[src/rtl/hazard_pkg.sv]
// Shared widths, types and producer latencies for the operand-forwarding /
// hazard logic of the pipelined RV core.
package hazard_pkg;

    localparam int REG_AW  = 5;
    localparam int MAX_LAT = 4;
    localparam int LW      = $clog2(MAX_LAT + 1);

    typedef logic [REG_AW-1:0] reg_addr_t;
    typedef logic [LW-1:0]     lat_t;

    // Cycles until a producer's result is visible at the EX/MEM output.
    localparam lat_t LAT_ALU  = lat_t'(1);
    localparam lat_t LAT_LOAD = lat_t'(2);

endpackage

[src/rtl/reg_scoreboard.sv]
// Per-register latency scoreboard. Each architectural register r >= 1 owns a
// down-counter holding the cycles left until its pending result reaches a
// bypass point. x0 is never tracked and always reads back as 0.
module reg_scoreboard
    import hazard_pkg::*;
#(
    parameter int NUM_SRC = 2,
    parameter int REG_AW  = hazard_pkg::REG_AW,
    parameter int LW      = hazard_pkg::LW
) (
    input  logic                      clk,
    input  logic                      rst,
    input  logic                      set_en,
    input  logic [REG_AW-1:0]         set_rd,
    input  logic [LW-1:0]             set_lat,
    input  logic [NUM_SRC*REG_AW-1:0] rd_addr,
    output logic [NUM_SRC*LW-1:0]     rd_cnt
);

    localparam int NREG = 1 << REG_AW;

    logic [LW-1:0] cnt [NREG];

    // Load a new latency on issue (the set beats a same-cycle decrement),
    // otherwise count every busy register down; cnt[0] stays at its reset value.
    always_ff @(posedge clk or posedge rst) begin
        if (rst) begin
            for (int r = 0; r < NREG; r++) begin
                cnt[r] <= '0;
            end
        end else begin
            for (int r = 1; r < NREG; r++) begin
                if (set_en && (set_rd == REG_AW'(r))) begin
                    cnt[r] <= set_lat;
                end else if (cnt[r] != '0) begin
                    cnt[r] <= cnt[r] - LW'(1);
                end
            end
        end
    end

    // One combinational read port per source operand.
    for (genvar s = 0; s < NUM_SRC; s++) begin : g_rd
        assign rd_cnt[s*LW +: LW] = cnt[rd_addr[s*REG_AW +: REG_AW]];
    end

endmodule

[src/rtl/fwd_hazard_unit.sv]
// Operand-forwarding and hazard unit. Picks the youngest matching bypass stage
// for each EX source, stalls ID while a multi-cycle producer has not yet reached
// a bypass point, and counts stall cycles with a saturating counter.
module fwd_hazard_unit
    import hazard_pkg::*;
#(
    parameter int NUM_SRC  = 2,
    parameter int NUM_FWD  = 2,
    parameter int REG_AW   = hazard_pkg::REG_AW,
    parameter int MAX_LAT  = hazard_pkg::MAX_LAT,
    parameter int STALL_CW = 32
) (
    input  logic                                     clk,
    input  logic                                     rst,
    input  logic                                     id_valid,
    input  logic [NUM_SRC*REG_AW-1:0]                id_rs,
    input  logic [NUM_SRC-1:0]                       id_rs_used,
    input  logic [REG_AW-1:0]                        id_rd,
    input  logic                                     id_reg_write,
    input  logic [$clog2(MAX_LAT+1)-1:0]             id_lat,
    input  logic                                     flush,
    input  logic [NUM_SRC*REG_AW-1:0]                ex_rs,
    input  logic [NUM_FWD*REG_AW-1:0]                fwd_rd,
    input  logic [NUM_FWD-1:0]                       fwd_we,
    output logic [NUM_SRC*$clog2(NUM_FWD+1)-1:0]     fwd_sel,
    output logic                                     stall,
    output logic [STALL_CW-1:0]                      stall_cycles
);

    localparam int LW  = $clog2(MAX_LAT + 1);
    localparam int FSW = $clog2(NUM_FWD + 1);

    logic [NUM_SRC*LW-1:0] src_cnt;
    logic [NUM_SRC-1:0]    src_busy;
    logic                  set_en;
    logic [LW-1:0]         lat_eff;

    for (genvar s = 0; s < NUM_SRC; s++) begin : g_src
        logic [REG_AW-1:0] rs;
        logic [FSW-1:0]    sel;

        assign rs = ex_rs[s*REG_AW +: REG_AW];

        // Priority encode: scanning oldest to youngest lets the youngest match win.
        always_comb begin
            sel = '0;
            for (int k = NUM_FWD - 1; k >= 0; k--) begin
                if (fwd_we[k] && (fwd_rd[k*REG_AW +: REG_AW] != '0) &&
                    (fwd_rd[k*REG_AW +: REG_AW] == rs)) begin
                    sel = FSW'(k + 1);
                end
            end
        end

        assign fwd_sel[s*FSW +: FSW] = sel;

        // A source blocks ID only while its producer is more than one cycle away.
        assign src_busy[s] = id_rs_used[s] && (id_rs[s*REG_AW +: REG_AW] != '0) &&
                             (src_cnt[s*LW +: LW] > LW'(1));
    end

    assign stall  = id_valid && !flush && (|src_busy);
    assign set_en = id_valid && !stall && !flush && id_reg_write && (id_rd != '0);

    // Clamp the producer latency into 1..MAX_LAT.
    always_comb begin
        lat_eff = id_lat;
        if (id_lat == '0) begin
            lat_eff = LW'(LAT_ALU);
        end else if (id_lat > LW'(MAX_LAT)) begin
            lat_eff = LW'(MAX_LAT);
        end
    end

    reg_scoreboard #(
        .NUM_SRC (NUM_SRC),
        .REG_AW  (REG_AW),
        .LW      (LW)
    ) u_scoreboard (
        .clk     (clk),
        .rst     (rst),
        .set_en  (set_en),
        .set_rd  (id_rd),
        .set_lat (lat_eff),
        .rd_addr (id_rs),
        .rd_cnt  (src_cnt)
    );

    // Saturating stall-cycle performance counter.
    always_ff @(posedge clk or posedge rst) begin
        if (rst) begin
            stall_cycles <= '0;
        end else if (stall && (stall_cycles != '1)) begin
            stall_cycles <= stall_cycles + STALL_CW'(1);
        end
    end

endmodule
[config.mk]
export PLATFORM = sky130hd
export DESIGN_NAME = fwd_hazard_unit
export DESIGN_NICKNAME = d
export VERILOG_FILES = /design/src/rtl/hazard_pkg.sv /design/src/rtl/reg_scoreboard.sv /design/src/rtl/fwd_hazard_unit.sv
export SDC_FILE = /design/constraint.sdc
export NUM_CORES = 1
export LEC_CHECK = 0
export CELL_PAD_IN_SITES_DETAIL_PLACEMENT = 0
export CELL_PAD_IN_SITES_GLOBAL_PLACEMENT = 1
export CORE_UTILIZATION = 50
export CTS_CLUSTER_DIAMETER = 60
export DETAILED_ROUTE_END_ITERATION = 16
export PLACE_DENSITY = 0.84
export SLEW_MARGIN = 10
export SYNTH_ARGS = -nofsm -noshare
export SYNTH_HDL_FRONTEND = slang
export SYNTH_HIERARCHICAL = 1
export SYNTH_SLANG_ARGS = --single-unit
[constraint.sdc]
create_clock -name clk -period 7.6 [get_ports clk]
set_input_delay 1.52 -clock clk [delete_from_list [all_inputs] [get_ports clk]]
set_output_delay 1.52 -clock clk [all_outputs]
set_load 0.01 [all_outputs]
==> results.toml, run 1 <==
[run_status]
status = "finished, final reports clean"

[timing]
setup_ws_ns = 1.08
finClkSkew_ns = 0.0128
final_max_slew_viol_count = 0
tightest_slew_ns = 0.868
setup_viol = 0
hold_viol_final = 0
maxSlewHeadroom = 0.421
final.period_utilization = 0.857
rsz0062_at_grt = "no"
post-route-min-period_ns = 6.52
max_freq_mhz = 153
hold_ws_ns = 0.497
fin_setup_tns_ns = 0

[clock_network]
cts_tree = "yes"
cts_sinks = 125
cts_buffer_depth = 2
clk_pin_slew_ns = 0.06
cts_setup_buffers = 0
htree_num_levels = 4
clk-insertion-delay-late_ns = 0.43
ctsHoldBuffers = 0
cts_root_buffer = "clkbuf_16"
ctsResizeCount = 0
cts_buffers = 17

[floorplan]
die_width_um = 134
start_util = 0.509
rows = 48
die_h_um = 134
dieArea_sq_mm = 0.0181
core_sq_mm = 0.0172
ios = 84

[final_layout]
area_growth_pct = 18.2
nFillCells = 1510
postLayoutCoreUtil = 0.601
antennaDiodeCount = 0
fin_nets = 1104
drive_gt1_frac = 0.0775

[global_route]
grt_pass1_vias = 6502
grtUsageTotal = 0.240
grt_max_degree = 66
grt_antenna_before_repair = 0
grt_pass1_wl_mm = 33.4
gr-total-overflow = 0

[hold_path]
hold_path.startpoint = "stall_cycles[31]"
hold_class = "reg2reg"
holdPathStages = 1

[logic_synthesis]
netlist_area_sq_mm = 0.00877
syn_area_per_cell_sq_um = 9.54
synth_fp_nets = 1029
yosysWarnings = 12
synthCells = 919

[route]
dr.pass1.iters = 5
via_per_inst = 5.50
drc = 0
wire_per_inst_um = 16.5
antenna_left = 0
via_count = 6781
dr.first_iter.drc_count = 364
wirelength_mm = 20.3

[critical_path]
critPathMostFrequentCell = "clkdlybuf4s50_1"
path_cells = "clkdlybuf4s50_1 -> buf_4 -> mux4_1 -> mux2i_1 -> and2_1 -> o31ai_1 -> o21ai_0 -> a21oi_1 -> o211ai_1 -> inv_1 -> clkdlybuf4s50_1"
cp.depth = 11
critPathSlowestCell = "clkdlybuf4s50_1"
worstSetupStartpointType = "primary input"
critPathLaunch = "id_rs[5]"
max_stage_delay_ns = 0.71
crit_type = "in2out"
worstPathMaxFanout = 14
required_ns = 6.08
path_buf_inv = 4
reg2regPathDepth = 11
worst_ep_arrival_time_ns = 5.00
crit_path_end_kind = "primary output"
critical-path-top-delay-family = "buffers and inverters"
timing.rr.start = "u_scoreboard/cnt[20]"

[placement]
place_hpwl_mm = 14.6
gp_congestion = 0.847
dp_slack_ns = 1.06
portBuffers = 83

[power_and_ir_drop]
power.switching_mw = 1.33
comb_power_share = 0.419
power_frac_seq = 0.350
p_int_mw = 2.28
p_leak_nw = 4.64
clockPowerShare = 0.231
totalPowerFinal_mw = 3.61
vdd_drop_max_mv = 0.202
p_sw_frac = 0.368
power_density_mw_per_mm2 = 348

[flow_run]
drv_cap = 0
==> power by group through the flow <==
stage | sequential [mW] | clock (mW) | combinational, mW
2_1_floorplan | 1.15 | 0 | 1.26
3_3_place_gp | 1.27 | 0 | 1.46
3_5_place_dp | 1.26 | 0 | 1.51
4_1_cts | 1.26 | 0.849 | 1.52
5_1_grt | 1.30 | 0.881 | 1.72
6_report | 1.26 | 0.833 | 1.51
==> sequential cells by signal, indices dropped and copies added (netlist names) <==
name,count
stall_cycles,32
u_scoreboard/cnt,93
==> layout by cell type, fill, tap and decap left out, drive strengths merged, types with 41 or more instances in the layout <==
cell type and count:
ha 63, nor2 113, o21ai 42, inv 86, xnor2 63, a21oi 52, dfrtp 125, nand2 56
clkdlybuf4s50 83, mux2i 41
==> layout make-up <==
type / count / area (sq um) / area share
Clock buffer: 17 / 425 / 0.0411
Clock inverter: 15 / 175 / 0.0169
Inverter: 77 / 292 / 0.0281
Multi-Input combinational cell: 682 / 5160 / 0.499
Sequential cell: 125 / 3130 / 0.302
Tap cell: 225 / 282 / 0.0272
Timing Repair Buffer: 91 / 891 / 0.0860
==> path summary, 6_finish.rpt <==
path | to | slack [ns]
max | stall | 1.08
min | stall_cycles[31] | 0.50
max reg2reg | u_scoreboard/cnt[85] | 3.69
min reg2reg | stall_cycles[31] | 0.50
max in group asynchronous | u_scoreboard/cnt[86] | 4.92
min in group asynchronous | stall_cycles[27] | 1.44
==> routing by layer <==
layer / vias up / wire length (um) / part of all wire / GRT usage
li1: 3326 / - / - / -
met1: 3245 / 9630 / 0.47 / 0.343
met2: 190 / 9170 / 0.45 / 0.362
met3: 20 / 1300 / 0.064 / 0.0559
met4: 0 / 246 / 0.012 / 0.0680
met5: - / 0 / 0 / 0
==> through the flow <==
stage,std cells,area (sq um)
floorplan,919,8770
detailed placement,1200,9760
CTS,1232,10400
global route,1232,10400
finish,1232,10400
global placement,1200,9760
Note: power is estimated with default switching activity, not from simulation.
==> inputs of run 2 (changes only) <==
CAP_MARGIN = 30   (was unset)
CTS_BUF_LIST = sky130_fd_sc_hd__clkbuf_16   (was unset)
SETUP_SLACK_MARGIN = 0.2   (was unset)
==> run 2 against run 1 <==
  * First-iteration DRC count is 7.4% higher
  * Clock skew barely moved
  * Combinational power barely moved
  * Largest cell class unchanged
  * Highest routed layer unchanged
==> results.toml, run 2 (synthesis gave the netlist of run 1 again) <==
[critical_path]
worstPathMaxFanout = 14
crit_type = "in2out"
worstSetupStartpointType = "primary input"
crit_path_end_kind = "primary output"
worst_ep_arrival_time_ns = 5.01
required_ns = 6.08

[floorplan]
start_util = 0.509
die_h_um = 134
rows = 48
ios = 84
die_width_um = 134
dieArea_sq_mm = 0.0181
core_sq_mm = 0.0172

[clock_network]
cts_buffers = 17
cts_setup_buffers = 0
ctsResizeCount = 0
clk-insertion-delay-late_ns = 0.43
cts_buffer_depth = 2
cts_root_buffer = "clkbuf_16"
cts_tree = "yes"
htree_num_levels = 4
ctsHoldBuffers = 0
cts_sinks = 125
clk_pin_slew_ns = 0.06

[final_layout]
antennaDiodeCount = 0
regMostFlops = "u_scoreboard/cnt"
postLayoutCoreUtil = 0.602
area_growth_pct = 18.5
final_cell_mix = "dfrtp_1, nor2_1, clkdlybuf4s50_1"
nFillCells = 1508
reg_top3 = "u_scoreboard/cnt: 93 flops, stall_cycles: 32 flops"
largest_reg_flops = 93
fin_nets = 1105
final_common_cell = "dfrtp_1"
drive_gt1_frac = 0.0784

[timing]
max_freq_mhz = 153
post-route-min-period_ns = 6.53
hold_viol_final = 0
rsz0062_at_grt = "no"
fin_setup_tns_ns = 0
final.period_utilization = 0.859
tightest_slew_ns = 0.828
setup_viol = 0
finClkSkew_ns = 0.0125
maxSlewHeadroom = 0.444
final_max_slew_viol_count = 0

[route]
wirelength_mm = 20.4
dr.pass1.iters = 5
via_per_inst = 5.54
dr.first_iter.drc_count = 391
via_count = 6829
antenna_left = 0
wire_per_inst_um = 16.5
drc = 0

[power_and_ir_drop]
vdd_drop_max_mv = 0.204
p_leak_nw = 4.65
power_density_mw_per_mm2 = 348
totalPowerFinal_mw = 3.61

[global_route]
gr-total-overflow = 0
grt_max_degree = 66
grt_pass1_wl_mm = 33.4
grt_antenna_before_repair = 0
grt_pass1_vias = 6502
grtUsageTotal = 0.240

[placement]
place_hpwl_mm = 14.6
portBuffers = 83
gp_congestion = 0.847

[run_status]
status = "finished, final reports clean"

[hold_path]
hold_class = "reg2reg"

[flow_run]
drv_cap = 0
[run 2: changes by cell type in the layout (fill, tap and decap cells not counted), sizes merged]
| cell | change |
|---|---|
| buf | +1 |
[run 2: critical path: stages]
cell and delay [ns]:
clkdlybuf4s50_1 0.70, buf_4 0.33, mux4_1 0.60, mux2i_1 0.12, and2_1 0.14, o31ai_1 0.07, o21ai_0 0.18, a21oi_1 0.08
o211ai_1 0.62, inv_1 0.12, clkdlybuf4s50_1 0.51
[run 2: layout make-up]
cell class / instances / area [sq um] / area share
flip-flops and latches: 125 / 3130 / 0.301
clock inverters: 15 / 175 / 0.0169
repair buffers: 92 / 918 / 0.0884
clock buffers: 17 / 425 / 0.0410
well taps: 225 / 282 / 0.0271
multi-input cells: 682 / 5160 / 0.497
inverters: 77 / 292 / 0.0281
[run 2: worst paths after layout]
path,slack [ns],start,cells past startpoint,endpoint
setup / recovery,1.07,id_rs[5],11,stall
hold / removal,0.50,stall_cycles[31],1,stall_cycles[31]
setup reg to reg,3.73,u_scoreboard/cnt[2],11,u_scoreboard/cnt[85]
hold reg to reg,0.50,stall_cycles[31],1,stall_cycles[31]
max in group asynchronous,5.27,rst,4,u_scoreboard/cnt[86]
min in group asynchronous,1.44,rst,2,stall_cycles[27]
[run 2: metrics by stage]
step | std cells | setup WS [ns] | area, sq um | hold WS (ns)
6_report | 1233 | 1.07 | 10400 | 0.497
5_1_grt | 1233 | 0.742 | 10400 | 0.523
4_1_cts | 1232 | 1.07 | 10400 | 0.500
3_5_place_dp | 1200 | 1.06 | 9760 | 0.486
3_3_place_gp | 1200 | 1.16 | 9760 | 0.481
2_1_floorplan | 919 | 2.64 | 8770 | 0.518
[run 2: routing by layer]
layer | GRT usage | vias up | wire length (um)
met2 | 0.362 | 201 | 9190
met3 | 0.0559 | 16 | 1260
met1 | 0.343 | 3283 | 9720
met5 | 0 | - | 0
met4 | 0.0680 | 0 | 224
li1 | - | 3329 | -
[run 2: where the power goes]
group | internal [mW] | total, mW | switching [mW]
combinational | 0.833 | 1.51 | 0.682
sequential | 0.954 | 1.26 | 0.308
clock | 0.494 | 0.835 | 0.340
